===== config.mk =====
export PLATFORM = sky130hd
export DESIGN_NAME = memory_row_streamer
export DESIGN_NICKNAME = d
export VERILOG_FILES = /design/src/rtl/memory_row_streamer.sv
export SDC_FILE = /design/constraint.sdc
export NUM_CORES = 1
export LEC_CHECK = 0
export BUFFER_PORTS_ARGS = -buffer_cell sky130_fd_sc_hd__buf_2
export CORE_AREA = 4 4 229 231
export CTS_CLUSTER_SIZE = 8
export DETAILED_ROUTE_END_ITERATION = 7
export DIE_AREA = 0 0 233 235
export GPL_ROUTABILITY_DRIVEN = 0
export HOLD_SLACK_MARGIN = 0.05
export PLACE_DENSITY_LB_ADDON = 0.25
export SLEW_MARGIN = 20
export SYNTH_ARGS = -nofsm -noshare
export SYNTH_HDL_FRONTEND = slang
export SYNTH_SLANG_ARGS = --single-unit

===== constraint.sdc =====
create_clock -name clock -period 2.5 [get_ports clock]
set_clock_uncertainty 0.15 [all_clocks]
set_input_delay 0.125 -clock clock [delete_from_list [all_inputs] [get_ports clock]]
set_output_delay 0.125 -clock clock [all_outputs]
set_load 0.01 [all_outputs]

===== src/rtl/memory_row_streamer.sv =====
// memory_row_streamer
// Moves whole rows between the wide row port of the memory block and a
// 16-bit valid/ready word stream. A read command fetches one row and emits
// its words lowest-first; a write command gathers one row of stream words
// and commits it with a single row_write pulse.
module memory_row_streamer #(
    parameter int WORDS_PER_ROW = 16,
    parameter int ADDR_WIDTH    = 16,
    parameter int READ_LATENCY  = 1
) (
    input  logic                          clock,
    input  logic                          reset,
    input  logic                          cmd_valid,
    output logic                          cmd_ready,
    input  logic                          cmd_write,
    input  logic [ADDR_WIDTH-1:0]         cmd_address,
    output logic                          busy,
    output logic                          done,
    output logic [ADDR_WIDTH-1:0]         mem_address,
    output logic                          mem_row_write,
    output logic [16*WORDS_PER_ROW-1:0]   mem_row_data,
    input  logic [16*WORDS_PER_ROW-1:0]   mem_row_data_out,
    output logic [15:0]                   out_data,
    output logic                          out_valid,
    input  logic                          out_ready,
    input  logic [15:0]                   in_data,
    input  logic                          in_valid,
    output logic                          in_ready
);

    localparam int CNT_W = (WORDS_PER_ROW > 1) ? $clog2(WORDS_PER_ROW) : 1;
    localparam int LAT_W = (READ_LATENCY > 1) ? $clog2(READ_LATENCY) : 1;
    localparam logic [CNT_W-1:0] LAST_WORD = CNT_W'(WORDS_PER_ROW - 1);
    localparam logic [LAT_W-1:0] LAST_LAT  = LAT_W'(READ_LATENCY - 1);

    typedef enum logic [2:0] {
        IDLE,
        FETCH,
        SEND,
        RECV,
        WRITE,
        DONE
    } state_t;

    state_t state;
    state_t state_next;

    logic [CNT_W-1:0]                 count;
    logic [LAT_W-1:0]                 lat_cnt;
    logic [WORDS_PER_ROW-1:0][15:0]   rd_buf;
    logic [WORDS_PER_ROW-1:0][15:0]   wr_buf;

    logic last_word;
    logic lat_done;

    assign last_word    = (count == LAST_WORD);
    assign lat_done     = (lat_cnt == LAST_LAT);
    // The write buffer doubles as the row presented to memory, so it only
    // moves while words are being received.
    assign mem_row_data = wr_buf;

    // State register; reset abandons any command in flight.
    always_ff @(posedge clock) begin
        if (reset) begin
            state <= IDLE;
        end else begin
            state <= state_next;
        end
    end

    // Next-state decode and Moore outputs; every output depends on state only
    // (plus the buffered word), so nothing combinational passes from the
    // stream inputs to the stream outputs.
    always_comb begin
        state_next    = state;
        cmd_ready     = 1'b0;
        busy          = 1'b1;
        done          = 1'b0;
        mem_row_write = 1'b0;
        out_valid     = 1'b0;
        in_ready      = 1'b0;
        out_data      = 16'h0000;
        case (state)
            IDLE: begin
                cmd_ready = 1'b1;
                busy      = 1'b0;
                if (cmd_valid) begin
                    state_next = cmd_write ? RECV : FETCH;
                end
            end
            FETCH: begin
                if (lat_done) begin
                    state_next = SEND;
                end
            end
            SEND: begin
                out_valid = 1'b1;
                out_data  = rd_buf[count];
                if (out_ready && last_word) begin
                    state_next = DONE;
                end
            end
            RECV: begin
                in_ready = 1'b1;
                if (in_valid && last_word) begin
                    state_next = WRITE;
                end
            end
            WRITE: begin
                mem_row_write = 1'b1;
                state_next    = DONE;
            end
            DONE: begin
                done       = 1'b1;
                state_next = IDLE;
            end
            default: begin
                busy       = 1'b0;
                state_next = IDLE;
            end
        endcase
    end

    // Datapath: address latch, word counter, fetch delay and row buffers.
    // The counter stops on the last word instead of wrapping.
    always_ff @(posedge clock) begin
        if (reset) begin
            count       <= '0;
            lat_cnt     <= '0;
            mem_address <= '0;
            rd_buf      <= '0;
            wr_buf      <= '0;
        end else begin
            case (state)
                IDLE: begin
                    count   <= '0;
                    lat_cnt <= '0;
                    if (cmd_valid) begin
                        mem_address <= cmd_address;
                    end
                end
                FETCH: begin
                    lat_cnt <= lat_cnt + LAT_W'(1);
                    if (lat_done) begin
                        rd_buf <= mem_row_data_out;
                    end
                end
                SEND: begin
                    if (out_ready && !last_word) begin
                        count <= count + CNT_W'(1);
                    end
                end
                RECV: begin
                    if (in_valid) begin
                        wr_buf[count] <= in_data;
                        if (!last_word) begin
                            count <= count + CNT_W'(1);
                        end
                    end
                end
                default: begin
                end
            endcase
        end
    end

endmodule


# Word-level counts from Yosys, hierarchy flattened
# Index checks and enable logic that the tools add are counted.
dict set report totals {
  rom_bits 0
  memories 0
  latchBits 0
  ram_bits 0
  ff_bits 536
}
dict set report op_classes {
  eq_ne 13
  n_addsub 2
  bitwise_logic 1
  n_mul 0
  muxes 23
  n_shift 0
  reduce_logical 14
  order_cmp 2
  div 0
}
# cell n
set op_table {}
lappend op_table {{$bwmux 256} 1}
lappend op_table {{$bmux 16 s4} 1}
lappend op_table {{$demux 16 s4} 1}
lappend op_table {{$mux 16} 3}
lappend op_table {{$pmux 3 s5} 1}
lappend op_table {{$ne 2x2->1 const B} 7}
lappend op_table {{$mux 3} 4}
lappend op_table {{$mux 4} 3}
lappend op_table {{$pmux 4 s3} 1}
lappend op_table {{$reduce_and 4->1} 2}
lappend op_table {{$eq 3x2->1 const B} 2}
lappend op_table {{$eq 3x3->1 const B} 2}
lappend op_table {{$mux 1} 6}
lappend op_table {{$reduce_and 2->1} 3}
lappend op_table {{$lt 4x5->1 const B} 1}
lappend op_table {{$reduce_or 5->1} 1}
lappend op_table {{$add 4x1->4 const B} 1}
lappend op_table {{$eq 4x4->1 const B} 1}
lappend op_table {{$ge 4x1->1 const B} 1}
lappend op_table {{$logic_and 1x1->1} 4}
lappend op_table {{$eq 3x1->1 const B} 1}
lappend op_table {{$logic_not 3->1} 1}
lappend op_table {{$reduce_bool 3->1} 1}
lappend op_table {{$mux 2} 1}
lappend op_table {{other kinds (5)} 5}

# Depth between registers and ports, before layout
# Gate-level depths: netlist of run 1.
dict set report logic_depth {
  word_depth 5
  mapped_depth 9
  mapped_depth_nobuf 5
}

# Worst setup path before layout of run 1
# Ideal clock, no wire load.
dict set report synth_timing {
  kind {reg2reg}
  start {reg count[0]}
  end {reg wr_buf (netlist bit mem_row_data[197])}
  slack_ps -13
  path_stages_with_launch 10
  required_time_ps 2222
  setup_ps 128
  arrival_time_ps 2236
  path_buffers 4
  path_cell_list {dfxtp_1 buf_2 buf_2 buf_4 inv_1 ha_1 nand4_2 buf_2 mux2i_1 nor2_1}
}
dict set report synth_between {
  elab_chain_cells 5
  elab_cells_between_ends 6
}
# element line
set synth_lines {}
lappend synth_lines {{start, declared} 48} ;# logic [CNT_W-1:0] count;
lappend synth_lines {{start signal, assigned} 150} ;# count <= count + CNT_W'(1);
lappend synth_lines {{start signal, assigned} 157} ;# count <= count + CNT_W'(1);
lappend synth_lines {{$lt 4x5->1 (not written as such) / $ge 4x1->1 (equally long branches)} 155} ;# wr_buf[count] <= in_data;
lappend synth_lines {{$logic_and 1x1->1 (not written as such)} 155}
lappend synth_lines {{$mux 16 (not written as such)} 155}
lappend synth_lines {{$demux 16 s4 *} 155}
lappend synth_lines {{$bwmux 256 *} 155}
lappend synth_lines {{end signal, assigned by index} 155}
lappend synth_lines {{end, declared} 51} ;# logic [WORDS_PER_ROW-1:0][15:0] wr_buf;
# Mark *: on every way between the ends. The rest lies on a longest branch, timed or not.
# A chain may end at the register's enable or synchronous reset.

# Final worst setup path of run 1
dict set report layout_timing {
  start {reg count[0]}
  end {out out_data[7]}
}
dict set report layout_between {
  elab_chain_cells 3
}
# element line
set layout_lines {}
lappend layout_lines {{$bmux 16 s4} 98} ;# out_data = rd_buf[count];
lappend layout_lines {{$mux 16 (not written as such)} 98}
lappend layout_lines {{$mux 16} 83} ;# case (state)
lappend layout_lines {{end, declared} 23} ;# output logic [15:0] out_data,
# No other way between the ends. The select of a mux whose other input is x is not followed.

==> summary.md, run 1 <==
| Metric | Value |
|---|---|
| Wire length of the first global-routing pass | 121,000 um |
| H-Tree Level Count | 3 |
| Top-area cell type share of the netlist area | 51.5% |
| Post-synth design cell area | approximately 0.021 mm2 |
| Critical Setup Path Class | reg -> out |
| Finished Cell Area | 0.0306 mm2 |
| Library cells used by synthesis | 42 |
| Number of clock sinks | 536 |
| Tot GR Track Use | 28.3% |
| Clk Latency, worst-skew pair | 0.60 ns |
| Normalized max-slew margin | 56.3% |
| Switching pwr | 6.90 mW |
| Initial Util | between 40% and 50% |
| Number of buffer cells added on primary ports | 587 |
| Place WS | -0.0646 ns |
| DRC marker count from the first detailed-route iteration | 1,726 |
| Sum of negative setup slack | -2.61 ns |
| Synth Flop Type | sky130_fd_sc_hd__dfxtp_1 |
| Worst-case hold slack | approximately 0.17 ns |
| Growth of design area from synthesis to finish | 46.7% |
| Maximum buffer depth of the clock tree | 3 |
| Measured slew at the worst slew-check pin | 0.655 ns |
| Relative contribution of sequential cells to total power | 41.2% |
| Ratio of total power to cell area | 780 mW/mm2 |
| Result of the run | complete, but fails checks |
| DRC | 0 |
| Site row count | 82 |
| # nets final | 3,496 |
| DRT antenna net count | 0 |
| Via count of the first global-routing pass | 20,900 |
| Sw Ratio | 28.9% |
| Signal arrival time at the worst endpoint | 2.44 ns |
| Count of TritonRoute iterations in the first routing pass | 8 |
| Clock buffer count from CTS | 77 |
| TritonCTS clock tree | built |
| Failing checks | setup timing |
| Fraction of layout cells with a size suffix above 1 | between 20% and 30% |
| Data required time at the worst endpoint | 2.23 ns |
| Core outline area | roughly 0.05 mm2 |
| Setup repair after global routing missed its margin | true |
| Hold Path Stages | 4 |
| Total count of hold-check failures in the final report | 0 |
| Max Fclk | 369 MHz |
| Seq cells post-synth | 536 |
| Vias/cell | ~5.3 |
| Overflow left after global routing | 0 |
| Die boundary height | 235 um |
| Total placed instance area | 0.0247 mm2 |
| Static Leak | 14.4 nW |
| Count of flip-flops with a built-in enable after synthesis | 0 |
| Total half-perimeter wirelength after legalization and detailed placement | 52,000 um |
| Pins Over Slew Limit | 0 |
| Horizontal extent of the die | 233 um |
| Total routed wirelength | 81,400 um |
| Die footprint | 0.0548 mm2 |
| Path type of the worst min-delay path | in -> reg |
| Peak VDD IR | approximately 0.00053 V |
| Clock Tree Root | sky130_fd_sc_hd__clkbuf_16 |
| Setup Viol. Count Final | 16 |
| Sort of element at the start of the critical path | register |
| Maximum fanout encountered on the critical timing path | 6 |
| Share of the clock period used by the worst path | 109% |
| R2R cell count | 8 |
| Maximum number of pins on one net before global-route repair | 103 |
| Gate power share | roughly 20% |
| Fraction of the yosys area taken by sequential cells | 51.5% |
| Endpoint kind of the worst setup timing path | primary output |
| Number of cells produced by synthesis | 2,295 |
| Mapped Nets | 2,593 |
| Maxcap violations | 0 |
| IO Pins | 588 |
| Vias after detailed routing | 20,600 |
| Post-CTS clock slew at the launch and capture registers of the worst setup and hold paths | roughly 0.06 ns |
| Post-route core utilization | 61.1% |
| Synthesis warning total | 0 |
| Synth async-reset ratio | 0% |
| Library cell with the largest summed area after synthesis | sky130_fd_sc_hd__dfxtp_1 |
| Initial antenna violation count | 3 |
| Top area cells in the synthesized netlist | sky130_fd_sc_hd__dfxtp_1 51%, sky130_fd_sc_hd__nand2_1 11%, sky130_fd_sc_hd__mux2i_1 11%, sky130_fd_sc_hd__a21oi_1 7.5%, sky130_fd_sc_hd__mux4_2 6.9% |
| Setup slack of the most critical reg-to-reg path | 0.11 ns |
| Avg Synthesized Cell Area | 9.08 um2 |
| Design internal power | 16.9 mW |
| Clock power frac | 38.5% |
| Post-DR wirelength/cell | 21.0 um |
| Final critical-path setup slack | -0.213 ns |
| Shortest period the worst path allows | 2.71 ns |
cell families (layout without fill, tap and decap cells):
group / count (synthesis) / after routing / synth area share [%]
and+or+nand+nor: 888 / 888 / 16.8
AOI/OAI and AO/OA: 357 / 357 / 9.22
muxes: 290 / 290 / 17.8
adders and majority gates: 4 / 4 / 0.240
buffers and inverters: 220 / 1131 / 4.46
other: 0 / 4 / 0
DFF: 536 / 536 / 51.5
final timing paths:
check | startpoint | endpoint
hold / removal | mem_row_data_out[170] | rd_buf[170]
hold reg to reg | mem_row_data[249] | mem_row_data[249]
setup reg to reg | count[0] | count[3]
setup / recovery | count[0] | out_data[7]
metal layers:
layer,GRT usage (%),routed length [um],vias to the layer above
li1,-,-,9445
met1,34.0,31400,9833
met2,46.7,38800,1048
met3,6.38,6420,279
met4,16.3,4780,0
met5,0,0,-
placed cells by master, fill, tap and decap left out, types with 9 or more instances in the layout:
cell type / netlist / routed
sky130_fd_sc_hd__nor2_1: 229 / 229
sky130_fd_sc_hd__mux2i_1: 225 / 225
sky130_fd_sc_hd__mux4_2: 64 / 64
sky130_fd_sc_hd__buf_4: 10 / 65
sky130_fd_sc_hd__buf_2: 41 / 583
sky130_fd_sc_hd__clkbuf_16: 0 / 82
sky130_fd_sc_hd__dfxtp_1: 536 / 532
sky130_fd_sc_hd__a21oi_1: 311 / 311
sky130_fd_sc_hd__dlygate4sd3_1: 0 / 321
sky130_fd_sc_hd__nand3_2: 11 / 10
sky130_fd_sc_hd__nand2_1: 614 / 612
sky130_fd_sc_hd__a22oi_2: 0 / 16
sky130_fd_sc_hd__o221ai_2: 0 / 11
sky130_fd_sc_hd__inv_1: 33 / 31
sky130_fd_sc_hd__buf_12: 0 / 23
sky130_fd_sc_hd__buf_6: 2 / 9
area by class of cell:
class                           instances  area (um2)
Multi-Input combinational cell       1539        9440
Inverter                               33         124
Clock buffer                           81        1990
Clock inverter                          6        52.6
Tap cell                              672         841
Timing Repair Buffer                 1011        7390
Sequential cell                       536       10700
Antenna cell                            4        10.0
Fill cell                            4065       19500
repair_timing:
| action | in CTS | in global routing |
|---|---|---|
| buffers inserted | 18 | 9 |
| pin swaps | 12 | 9 |
| gates cloned | 2 | 3 |
| endpoints found under the setup margin | 16 | 40 |
| gates resized for setup | 36 | 32 |
| hold buffers | 321 | 0 |
| hold endpoints to repair | 536 | 0 |
per-stage QoR:
stage	cells	power, mW
6_report	3882	23.8
5_1_grt	3880	24.8
4_1_cts	3867	23.6
3_5_place_dp	3439	13.9
3_3_place_gp	3439	13.8
2_1_floorplan	2295	12.4
critical path: stages, from the launching register on:
cell and delay (ns):
sky130_fd_sc_hd__dfxtp_4 0.36, sky130_fd_sc_hd__buf_8 0.13, sky130_fd_sc_hd__buf_12 0.13, sky130_fd_sc_hd__mux4_2 0.57, sky130_fd_sc_hd__a22oi_2 0.28, sky130_fd_sc_hd__o41ai_4 0.18, sky130_fd_sc_hd__buf_2 0.18
power groups by stage:
stage                     sequential [mW]  clock [mW]  combinational (mW)
after floorplan                      9.81           0                2.57
after global placement               9.94           0                3.82
after detailed placement             9.98           0                3.91
after CTS                            9.80        9.31                4.53
after global routing                 9.89        9.70                5.23
final                                9.83        9.17                4.84
registers in the layout (all words and copies together), names as in the netlist:
| register | flops |
|---|---|
| count | 4 |
| lat_cnt | 1 |
| mem_address | 16 |
| mem_row_data | 256 |
| rd_buf | 256 |
| state | 3 |
cells in the mapped netlist (2+ instances only):
cell type	number
sky130_fd_sc_hd__nand2_1	614
sky130_fd_sc_hd__dfxtp_1	536
sky130_fd_sc_hd__a21oi_1	311
sky130_fd_sc_hd__nor2_1	229
sky130_fd_sc_hd__mux2i_1	225
sky130_fd_sc_hd__clkbuf_1	130
sky130_fd_sc_hd__mux4_2	64
sky130_fd_sc_hd__buf_2	41
sky130_fd_sc_hd__inv_1	33
sky130_fd_sc_hd__a22oi_1	16
sky130_fd_sc_hd__o221ai_1	15
sky130_fd_sc_hd__nand3_2	11
sky130_fd_sc_hd__buf_4	10
sky130_fd_sc_hd__nor3_1	5
sky130_fd_sc_hd__and2_1	4
sky130_fd_sc_hd__buf_1	4
sky130_fd_sc_hd__ha_1	4
sky130_fd_sc_hd__nand2b_1	4
sky130_fd_sc_hd__nand3_1	4
sky130_fd_sc_hd__o21ai_0	4
sky130_fd_sc_hd__nand4_2	3
sky130_fd_sc_hd__nor2b_1	3
sky130_fd_sc_hd__a31oi_1	2
sky130_fd_sc_hd__and3_1	2
sky130_fd_sc_hd__buf_6	2
sky130_fd_sc_hd__or2_2	2
sky130_fd_sc_hd__or4_1	2
Power figures use the tool's default switching activity.
==> run 2, diff against run 1 <==
- REMOVE_ABC_BUFFERS: unset -> 1
==> run 2 against run 1 <==
  * Critical path depth stayed put
  * Highest routed layer is now met5
  * Design area fell by 1.0%
  * Worst setup slack better by 0.11 ns
  * Maximum frequency grew 4.3%
  * Global-route usage shrank 1.8 points
  * First-iteration DRC count is 24% lower
  * Critical endpoint is now out_data[8]
  * Largest power group unchanged
  * The run still ends with setup timing left
  * Combinational power is 5.8% lower
==> summary.md, run 2 (synthesized netlist as in run 1, its figures left out) <==
| Metric | Value |
|---|---|
| Combined area of the multi-input logic cells | 0.00938 mm2 (was 0.00944 mm2) |
| Share of the clock period used by the worst path | 104% (was 109%) |
| Site row count | 82 (unchanged) |
| Total power of the final layout | 23.6 mW (was 23.8 mW) |
| Setup repair after global routing missed its margin | true (unchanged) |
| Core outline area | 0.0501 mm2 (unchanged) |
| Post-CTS clock slew at the launch and capture registers of the worst setup and hold paths | 0.05 ns (was 0.06 ns) |
| R2R cell count | 7 (was 8) |
| Endpoint kind of the worst setup timing path | primary output (unchanged) |
| Result of the run | complete, but fails checks (unchanged) |
| Sort of element at the start of the critical path | register (unchanged) |
| Number of standard cells in the final layout excluding fillers | 3,861 (was 3,882) |
| Die boundary height | 235 um (unchanged) |
| Total count of hold-check failures in the final report | 0 (unchanged) |
| Data required time at the worst endpoint | 2.23 ns (about the same) |
| Wire length of the first global-routing pass | 115,000 um (was 121,000 um) |
| Total half-perimeter wirelength after legalization and detailed placement | 48,700 um (was 52,000 um) |
| Post-route core utilization | 60.5% (was 61.1%) |
| Number of buffer cells added on primary ports | 587 (unchanged) |
| Clock Tree Root | sky130_fd_sc_hd__clkbuf_16 (unchanged) |
| Worst-case hold slack | 0.172 ns (was 0.171 ns) |
| Maxcap violations | 0 (unchanged) |
| Measured slew at the worst slew-check pin | 0.763 ns (was 0.655 ns) |
| Final critical-path setup slack | -0.100 ns (was -0.213 ns) |
| Highest-count cells in the layout ignoring fill and taps | 613 x sky130_fd_sc_hd__nand2_1, 587 x sky130_fd_sc_hd__buf_2, 531 x sky130_fd_sc_hd__dfxtp_1 (was 612 x sky130_fd_sc_hd__nand2_1, 583 x sky130_fd_sc_hd__buf_2, 532 x sky130_fd_sc_hd__dfxtp_1) |
| Finished Cell Area | 0.0303 mm2 (was 0.0306 mm2) |
| Setup slack of the most critical reg-to-reg path | 0.11 ns (about the same) |
| Initial Util | 41.6% (unchanged) |
| Most common library cell in the layout ignoring fill and taps | sky130_fd_sc_hd__nand2_1 (unchanged) |
| Horizontal extent of the die | 233 um (unchanged) |
| Vias/cell | 5.20 (was 5.31) |
| End point of the critical path | out_data[8] (was out_data[7]) |
| Pins Over Slew Limit | 0 (unchanged) |
| Start point of the critical path | count[0] (unchanged) |
| Total placed instance area | 0.0246 mm2 (was 0.0247 mm2) |
| Vias after detailed routing | 20,100 (was 20,600) |
| Static Leak | 14.2 nW (was 14.4 nW) |
| TritonCTS clock tree | built (unchanged) |
| Critical Setup Path Class | reg -> out (unchanged) |
| Failing checks | setup timing (unchanged) |
| Shortest period the worst path allows | 2.60 ns (was 2.71 ns) |
| Place WS | 0.0491 ns (was -0.0646 ns) |
| Maximum fanout encountered on the critical timing path | 6 (unchanged) |
| DRC | 0 (unchanged) |
| Destination of the worst register-to-register timing path | state[1] (was count[3]) |
| Clk Latency, worst-skew pair | 0.59 ns (was 0.60 ns) |
| Number of clock sinks | 536 (unchanged) |
| Post-DR wirelength/cell | 19.7 um (was 21.0 um) |
| Maximum number of pins on one net before global-route repair | 95 (was 103) |
| # nets final | 3,474 (was 3,496) |
| Overflow left after global routing | 0 (unchanged) |
| IO Pins | 588 (unchanged) |
| Maximum buffer depth of the clock tree | 3 (unchanged) |
| Path type of the worst min-delay path | in -> reg (unchanged) |
| Startpoint of the worst-slack reg-to-reg timing path | count[1] (was count[0]) |
| DRT antenna net count | 0 (unchanged) |
| Die footprint | 0.0548 mm2 (unchanged) |
| Tot GR Track Use | 26.5% (was 28.3%) |
| Fraction of layout cells with a size suffix above 1 | 27.9% (was 28.1%) |
| Normalized max-slew margin | 49.0% (was 56.3%) |
| Post-Place Cells | 3,436 (was 3,439) |
| Setup Viol. Count Final | 15 (was 16) |
| Total routed wirelength | 75,900 um (was 81,400 um) |
| Initial antenna violation count | 5 (was 3) |
| Ratio of total power to cell area | 781 mW/mm2 (was 780 mW/mm2) |
| Register area | 0.0107 mm2 (about the same) |
| Signal arrival time at the worst endpoint | 2.33 ns (was 2.44 ns) |
| Clock buffer count from CTS | 77 (unchanged) |
| Layout filler cell count | 4,176 (was 4,065) |
| DRC marker count from the first detailed-route iteration | 1,312 (was 1,726) |
| Peak VDD IR | 0.000482 V (was 0.000534 V) |
| Max Fclk | 385 MHz (was 369 MHz) |
| Sum of negative setup slack | -1.02 ns (was -2.61 ns) |
| Via count of the first global-routing pass | 20,900 (about the same) |
| Count of TritonRoute iterations in the first routing pass | 5 (was 8) |
| Growth of design area from synthesis to finish | 45.2% (was 46.7%) |
| H-Tree Level Count | 3 (unchanged) |
## run 2: timing repair
item | 4_1_cts | 5_1_grt
cloned | 2 | 1
endpoints found under the setup margin | 16 | 48
pin swaps | 10 | 4
gates resized for setup | 43 | 17
hold endpoints to repair | 533 | 0
hold buffers | 310 | 0
setup buffers | 15 | 5
## run 2: worst min-delay path by stage
stage,end,start,slack [ns],cells past startpoint
after floorplan,count[1],reset,0.04,1
after global placement,rd_buf[226],mem_row_data_out[226],0.22,3
after detailed placement,mem_address[5],cmd_address[5],0.22,3
after CTS,rd_buf[242],mem_row_data_out[242],0.12,4
after global routing,rd_buf[132],mem_row_data_out[132],0.17,4
final,rd_buf[11],mem_row_data_out[11],0.17,4
## run 2: power by group
group | leakage (nW) | internal (mW) | switching, mW
sequential | 4.34 | 9.37 | 0.450
combinational | 8.78 | 1.93 | 2.63
clock | 1.03 | 5.67 | 3.58
total | 14.2 | 17.0 | 6.66
## run 2: final cells by class
type | instances | area share, %
Antenna cell | 4 | 0.0331
Clock buffer | 84 | 6.73
Clock inverter | 4 | 0.165
Inverter | 33 | 0.409
Multi-Input combinational cell | 1539 | 31.0
Sequential cell | 536 | 35.5
Tap cell | 672 | 2.78
Timing Repair Buffer | 989 | 23.4
## run 2: critical path, cell delays in order, from the launching register on
cell and delay, ns:
sky130_fd_sc_hd__dfxtp_4 0.38, sky130_fd_sc_hd__buf_12 0.18, sky130_fd_sc_hd__buf_16 0.15, sky130_fd_sc_hd__mux4_2 0.51, sky130_fd_sc_hd__a22oi_2 0.17, sky130_fd_sc_hd__o221ai_1 0.15
sky130_fd_sc_hd__buf_2 0.17
## run 2: routing by layer
metal	vias to the layer above	GRT usage [%]	share of wire [%]
met5	-	0	0.016
met3	254	6.54	8.3
met4	2	14.2	5.3
li1	9405	-	-
met2	950	45.6	49
met1	9469	30.2	37
